<file path="src/rtl/pc_gen.sv">
// Fetch program-counter generator for an RV32I-style front end.
// Holds the current fetch PC and offers it to instruction memory with a
// valid/ready handshake. The PC advances when a fetch is accepted. Stall
// holds it. Redirects and traps replace it. A misaligned redirect target is
// turned into a trap entry and the offending address is latched for the
// trap handler.
module pc_gen #(
   parameter int                 XLEN         = 32,
   parameter logic [XLEN-1:0]    RESET_VECTOR = '0,
   parameter logic [XLEN-1:0]    TRAP_VECTOR  = XLEN'('h100)
) (
   input  logic            clk,
   input  logic            rst,
   input  logic            stall,
   input  logic            redirect_valid,
   input  logic [XLEN-1:0] redirect_target,
   input  logic            trap_valid,
   input  logic            fetch_ready,
   output logic [XLEN-1:0] pc_o,
   output logic            pc_valid_o,
   output logic [XLEN-1:0] pc_plus4_o,
   output logic            misalign_o,
   output logic [XLEN-1:0] badaddr_o
);

   // BOOT spends one cycle with no valid request so that imem sees a clean
   // start after reset. RUN offers pc_o every cycle.
   typedef enum logic {
      ST_BOOT = 1'b0,
      ST_RUN  = 1'b1
   } state_t;

   localparam logic [XLEN-1:0] PC_STEP = XLEN'(4);

   // Architectural state
   state_t          r_state;
   logic [XLEN-1:0] r_pc;
   logic            r_misalign;
   logic [XLEN-1:0] r_badaddr;

   // Next-state values produced by the combinational process
   state_t          w_state_next;
   logic [XLEN-1:0] w_pc_next;
   logic            w_misalign_next;
   logic [XLEN-1:0] w_badaddr_next;

   // Decoded control
   logic            w_pc_valid;
   logic            w_target_misaligned;
   logic            w_fetch_accept;
   logic [XLEN-1:0] w_pc_plus4;
   logic [XLEN-1:0] w_target_aligned;

   // Sequential incrementer. It wraps naturally modulo 2^XLEN.
   assign w_pc_plus4 = r_pc + PC_STEP;

   // Any nonzero low bit in the target is a misaligned fetch for RV32I
   // without the compressed extension.
   assign w_target_misaligned = (redirect_target[1:0] != 2'b00);

   // The low bits are forced to zero on the aligned path, so pc_o[1:0]
   // stays zero by construction and not only because of the check above.
   assign w_target_aligned = {redirect_target[XLEN-1:2], 2'b00};

   // A fetch is consumed only when a request is actually being offered.
   assign w_fetch_accept = w_pc_valid && fetch_ready;

   // State register: synchronous reset dominates every other input
   always_ff @(posedge clk) begin
      if (rst) begin
         r_state    <= ST_BOOT;
         r_pc       <= RESET_VECTOR;
         r_misalign <= 1'b0;
         r_badaddr  <= '0;
      end else begin
         r_state    <= w_state_next;
         r_pc       <= w_pc_next;
         r_misalign <= w_misalign_next;
         r_badaddr  <= w_badaddr_next;
      end
   end

   // Next-state and PC selection in fixed priority: trap, misaligned redirect,
   // aligned redirect, stall, accepted fetch, then hold
   always_comb begin
      w_state_next    = r_state;
      w_pc_next       = r_pc;
      w_misalign_next = 1'b0;
      w_badaddr_next  = r_badaddr;
      w_pc_valid      = 1'b0;

      case (r_state)
         ST_BOOT: begin
            w_pc_valid   = 1'b0;
            w_state_next = ST_RUN;
         end
         ST_RUN: begin
            w_pc_valid   = 1'b1;
            w_state_next = ST_RUN;
         end
         default: begin
            w_pc_valid   = 1'b0;
            w_state_next = ST_BOOT;
         end
      endcase

      if (trap_valid) begin
         // An external trap takes priority over a simultaneous bad redirect.
         // No misalign pulse is raised and badaddr keeps its last value.
         w_pc_next = TRAP_VECTOR;
      end else if (redirect_valid && w_target_misaligned) begin
         w_pc_next       = TRAP_VECTOR;
         w_misalign_next = 1'b1;
         w_badaddr_next  = redirect_target;
      end else if (redirect_valid) begin
         w_pc_next = w_target_aligned;
      end else if (stall) begin
         w_pc_next = r_pc;
      end else if (w_fetch_accept) begin
         w_pc_next = w_pc_plus4;
      end else begin
         w_pc_next = r_pc;
      end
   end

   assign pc_o       = r_pc;
   assign pc_valid_o = w_pc_valid;
   assign pc_plus4_o = w_pc_plus4;
   assign misalign_o = r_misalign;
   assign badaddr_o  = r_badaddr;

endmodule
</file>
<file path="config.mk">
export PLATFORM = sky130hd
export DESIGN_NAME = pc_gen
export DESIGN_NICKNAME = d
export VERILOG_FILES = /design/src/rtl/pc_gen.sv
export SDC_FILE = /design/constraint.sdc
export NUM_CORES = 1
export LEC_CHECK = 0
export ABC_AREA = 1
export BUFFER_PORTS_ARGS = -buffer_cell sky130_fd_sc_hd__clkbuf_2
export CAP_MARGIN = 20
export CORE_MARGIN = 2
export CORE_UTILIZATION = 39
export CTS_CLUSTER_DIAMETER = 30
export CTS_CLUSTER_SIZE = 16
export DETAILED_ROUTE_END_ITERATION = 7
export PLACE_DENSITY = 0.66
export RECOVER_POWER = 50
export SYNTH_ARGS = -nofsm -noshare
export SYNTH_HDL_FRONTEND = slang
export SYNTH_SLANG_ARGS = --single-unit
</file>
<file path="constraint.sdc">
create_clock -name clk -period 1.55 [get_ports clk]
set_input_delay 0.0775 -clock clk [delete_from_list [all_inputs] [get_ports clk]]
set_output_delay 0.0775 -clock clk [all_outputs]
set_load 0.02 [all_outputs]
</file>
# == Yosys cells after proc, flatten, opt, wreduce, memory -nomap -nowiden ==
# Cells that the tools add are included.
# op_classes
eq_ne,2
bitwise_logic,3
n_mux,8
addsub,1
reduce_logical,12
# op_table
operator,n
$mux W32,3
$add A32 B3 Y32 const B,1
$mux W9,2
$reduce_and A2 Y1,4
$ne A4 B1 Y1 const B,1
$reduce_bool A2 Y1,2
$reduce_bool A4 Y1,1
$reduce_or A4 Y1,1
$not A1 Y1,3
$reduce_or A3 Y1,1
$logic_and A1 B1 Y1,2
$mux W1,2
$ne A2 B1 Y1 const B,1
$pmux W1 S2,1
$reduce_or A2 Y1,1
# totals
ff_bits,66
output_inout_bits,98
input_bits,38
elab_cells,32

# == Longest topological paths before layout ==
# depth
depth_word,8
depth_mapped,10
ltp_nobuf,10

# == Least setup slack after synthesis ==
# Ideal clock, no wire load.
# synth_path
path_type,register to register
from,reg r_pc[3] (netlist: pc_o[3])
to,reg r_pc[16] (netlist: pc_o[16])
slack_ns,-0.259
setup_ns,0.070
t_required_ns,1.480
path_buffers,0
period_less_slack_ns,1.809
stages_incl_launch_ff,9
arrival_ns,1.738
cell_sequence,dfxtp_1 ha_1 nand2_1 nor2_2 nand2_1 nor2_4 xor2_1 nand2_1 a21oi_1
# synth_between
elab_chain_len,4
# synth_rtl
item,line,source
"start, declared",37,logic [XLEN-1:0] r_pc;
"start signal, assigned",77,r_pc <= w_pc_next;
$add A32 B3 Y32,55,assign w_pc_plus4 = r_pc + PC_STEP;
via pc_plus4_o[16],21,"output logic [XLEN-1:0] pc_plus4_o,"
$mux W32,119,end else if (w_fetch_accept) begin
$mux W32,117,end else if (stall) begin
$mux W32,115,end else if (redirect_valid) begin
# The timed path passes the listed nets, and every way through them passes these cells. The select of a mux whose other input is x is not followed.
# A chain may end at the register's enable or synchronous reset.

# == Final worst setup path ==
# layout_path
from,reg r_pc[3] (netlist: pc_o[3])
to,out pc_plus4_o[15]
# layout_between
elab_chain_len,1
# layout_rtl
item,line
$add A32 B3 Y32,55
"end, declared",21
# Every way passes these cells.

==> flow_metrics.tcl <==
set metrics [dict create \
    synth_cells 477 \
    internal_power_w 0.00310 \
    synth_seq_cells 64 \
    clkSlewWorstSetupHoldPaths_ns 0.07 \
    chipWidth_um 96.0 \
    tritoncts "done" \
    final-max-slew-violation-count 0 \
    finish.instance_area_sq_um 5440 \
    ir_drop_mv 0.657 \
    fin_hold_ws_ns 0.0103 \
    placedInstanceArea_sq_um 4300 \
    postLayoutSetupSlackWorst_ns -0.238 \
    placed_cells_incl_taps 721 \
    data_required_critical_path_ns 1.47 \
    final_hold_viol_count 0 \
    start_util_pct 40.2 \
    port_buffers 131 \
    maxClockFrequency_ghz 0.559 \
    diodes 0 \
    dpl.hpwl_um 8210 \
    timing.max_cap.violations 0 \
    postSynth.topFlopCell "sky130_fd_sc_hd__dfxtp_1" \
    power.static_leakage_nw 2.38 \
    grt_start_max_net_pins 30 \
    power.share.clock_pct 43.0 \
    layout.cells.non_filler 789 \
    critPathKind "reg2out" \
    layout_commonest_cell "sky130_fd_sc_hd__nand2_1" \
    final_nets 718 \
    globalRouteMet2Util_pct 39.4 \
    cts_htree_levels 3 \
    detail_route.wirelength_um 11900 \
    final_count_of_negative_setup_slack_endpoints 32 \
    fp.dieArea_sq_um 9220 \
    syn_area_sq_um 3300 \
    area_growth_from_synthesis_to_layout_pct 64.8 \
    cts_buffer_count 9 \
    route.vias.total 3999 \
    avgSynthCellArea_sq_um 6.92 \
    grtUsageMet3_pct 6.81 \
    tns_ns -5.21 \
    ys_seq_area_share_pct 38.8 \
    antenna_found_initial 0 \
    core-area_sq_um 8220 \
    met1_usage_pct 33.3 \
    layout_min_cycle_time_ns 1.79 \
    postSynth.asyncResetShare_pct 0 \
    detail_route.vias_per_cell 5.07 \
    switching_share_pct 27.6 \
    wl_per_cell_um 15.1 \
    place_congestion 0.956 \
    ff2ff_path_depth 13 \
    layout.cells.most_common_list "112 x sky130_fd_sc_hd__nand2_1, 80 x sky130_fd_sc_hd__nor2_1, 66 x sky130_fd_sc_hd__clkbuf_2" \
    cts.root.buffer_cell "sky130_fd_sc_hd__clkbuf_8" \
    n_fill_cell 683 \
    fin_crit_sh_pct 115 \
    core.rowCount 33 \
    synth.yosys.warnings 0 \
    clk-insertion-delay-late_ns 0.34 \
    number_of_enable_flip_flop_cells_after_synthesis 0 \
    crit_path_max_fanout 5 \
    hold-path-cell-count 3 \
    post_route_drc 0 \
    min_path_type "in2reg" \
    first_global_vias 3674 \
    post_synth_num_cell_types 24 \
    fin_clk_skew_ns 0.00718 \
    detail-route-antenna-nets 0 \
    drt-pass1-iter-count 5 \
    clock_sinks 64 \
    power_density_nw_per_um2 787 \
    cp.arrival_ns 1.71 \
    grt_overflow_total 0 \
    global_route.usage.total_pct 25.4 \
    failing_checks "negative setup slack" \
    combinationalPowerShare_pct 15.9 \
    gr-max-usage-layer "met2" \
    grt_first_pass_wirelength_um 17900 \
    result_of_the_run "finished, violations left" \
    power.net_switching_w 0.00118 \
    share_of_final_layout_standard_cells_stronger_than_drive_strength_1_pct 38.2 \
    floorplan.io_pins 136 \
    die_y_um 96.0 \
    grt_setup_unrepaired "true" \
    setup.worst_path.start_class "flip-flop" \
    worst_setup_path_end_kind "output port" \
    p_seq_share_pct 41.1 \
    drt_first_iter_violations 220 \
    clockBufferDepth 2 \
]
[power groups by stage]
| stage | clock (W) | combinational, W | sequential (W) |
|---|---|---|---|
| finish | 0.00184 | 0.000680 | 0.00176 |
| global route | 0.00193 | 0.000734 | 0.00177 |
| CTS | 0.00187 | 0.000662 | 0.00176 |
| detailed placement | 0 | 0.000576 | 0.00180 |
| global placement | 0 | 0.000570 | 0.00180 |
| floorplan | 0 | 0.000238 | 0.00190 |
[cells in the mapped netlist (2+ instances only)]
master,count,area [sq um]
sky130_fd_sc_hd__buf_4,4,30.0
sky130_fd_sc_hd__clkbuf_1,15,56.3
sky130_fd_sc_hd__nor2_4,8,90.1
sky130_fd_sc_hd__nand3b_1,5,37.5
sky130_fd_sc_hd__dfxtp_1,64,1280
sky130_fd_sc_hd__nand3_1,15,75.1
sky130_fd_sc_hd__nor2_1,89,334
sky130_fd_sc_hd__xor2_2,7,114
sky130_fd_sc_hd__buf_2,7,35.0
sky130_fd_sc_hd__a31oi_1,7,43.8
sky130_fd_sc_hd__nor2_2,6,37.5
sky130_fd_sc_hd__xor2_1,4,35.0
sky130_fd_sc_hd__xnor2_1,3,26.3
sky130_fd_sc_hd__nand2_1,129,484
sky130_fd_sc_hd__nand2_2,3,18.8
sky130_fd_sc_hd__or2_2,2,12.5
sky130_fd_sc_hd__a21oi_1,26,130
sky130_fd_sc_hd__inv_1,22,82.6
sky130_fd_sc_hd__a22oi_1,22,165
sky130_fd_sc_hd__and2_1,5,31.3
sky130_fd_sc_hd__o21ai_0,31,155
[cell type report]
type	count	area, sq um	area share, %
inverter	22	85.1	1.56
tap	105	131	2.41
clock buffer	10	138	2.53
timing repair buffer	214	1550	28.5
multi-input combinational	368	2100	38.5
clock inverter	6	114	2.09
sequential	64	1330	24.4
[worst paths after layout]
kind / slack (ns) / endpoint / from
worst max-delay path: -0.24 / pc_plus4_o[15] / pc_o[3]
worst min-delay path: 0.01 / badaddr_o[17] / redirect_target[17]
worst max register to register: -0.17 / pc_o[26] / pc_o[3]
worst min register to register: 0.47 / badaddr_o[1] / badaddr_o[1]
[repair_timing]
action                                 CTS  global route
gates resized for setup                 86            56
endpoints found under the hold margin   23             0
setup buffers                           19            14
hold buffers                            20             0
setup endpoints to repair               27            67
pin swaps                               33            38
gates cloned                             0             0
[state kept, by name, indices dropped and copies added (netlist names)]
name        count
pc_o           30
r_state         1
misalign_o      1
badaddr_o      32
[layer usage]
layer,wire (um),up-vias
met5,0,-
met1,5090,1876
li1,-,1943
met2,5660,151
met4,368,0
met3,794,29
[worst max-delay path, cell delays in order (launching register included)]
cell                       delay (ns)
sky130_fd_sc_hd__dfxtp_4         0.37
sky130_fd_sc_hd__buf_6           0.10
sky130_fd_sc_hd__nand2_2         0.05
sky130_fd_sc_hd__nor2_4          0.10
sky130_fd_sc_hd__nand2_4         0.09
sky130_fd_sc_hd__nor2_4          0.21
sky130_fd_sc_hd__buf_6           0.13
sky130_fd_sc_hd__xor2_2          0.14
sky130_fd_sc_hd__clkbuf_8        0.17
[stage by stage]
step	util (%)	setup slack [ns]	power, W
after global placement	52.4	0.0262	0.00237
after floorplan	-	-0.0186	0.00213
after global routing	66.2	-0.333	0.00444
final	66.2	-0.238	0.00429
after detailed placement	52.4	0.0121	0.00238
after CTS	63.8	-0.285	0.00430
[kinds of logic (layout without fill, tap and decap cells)]
group	Yosys count	in the layout	synth area share (%)
buf+inv	48	252	6.17
simple gates	263	263	34.3
xor+xnor	14	14	5.30
fa+ha+maj	1	1	0.379
flops	64	64	38.8
other cells	1	4	0.114
compound gates	86	86	15.0
Power figures use the tool's default switching activity.
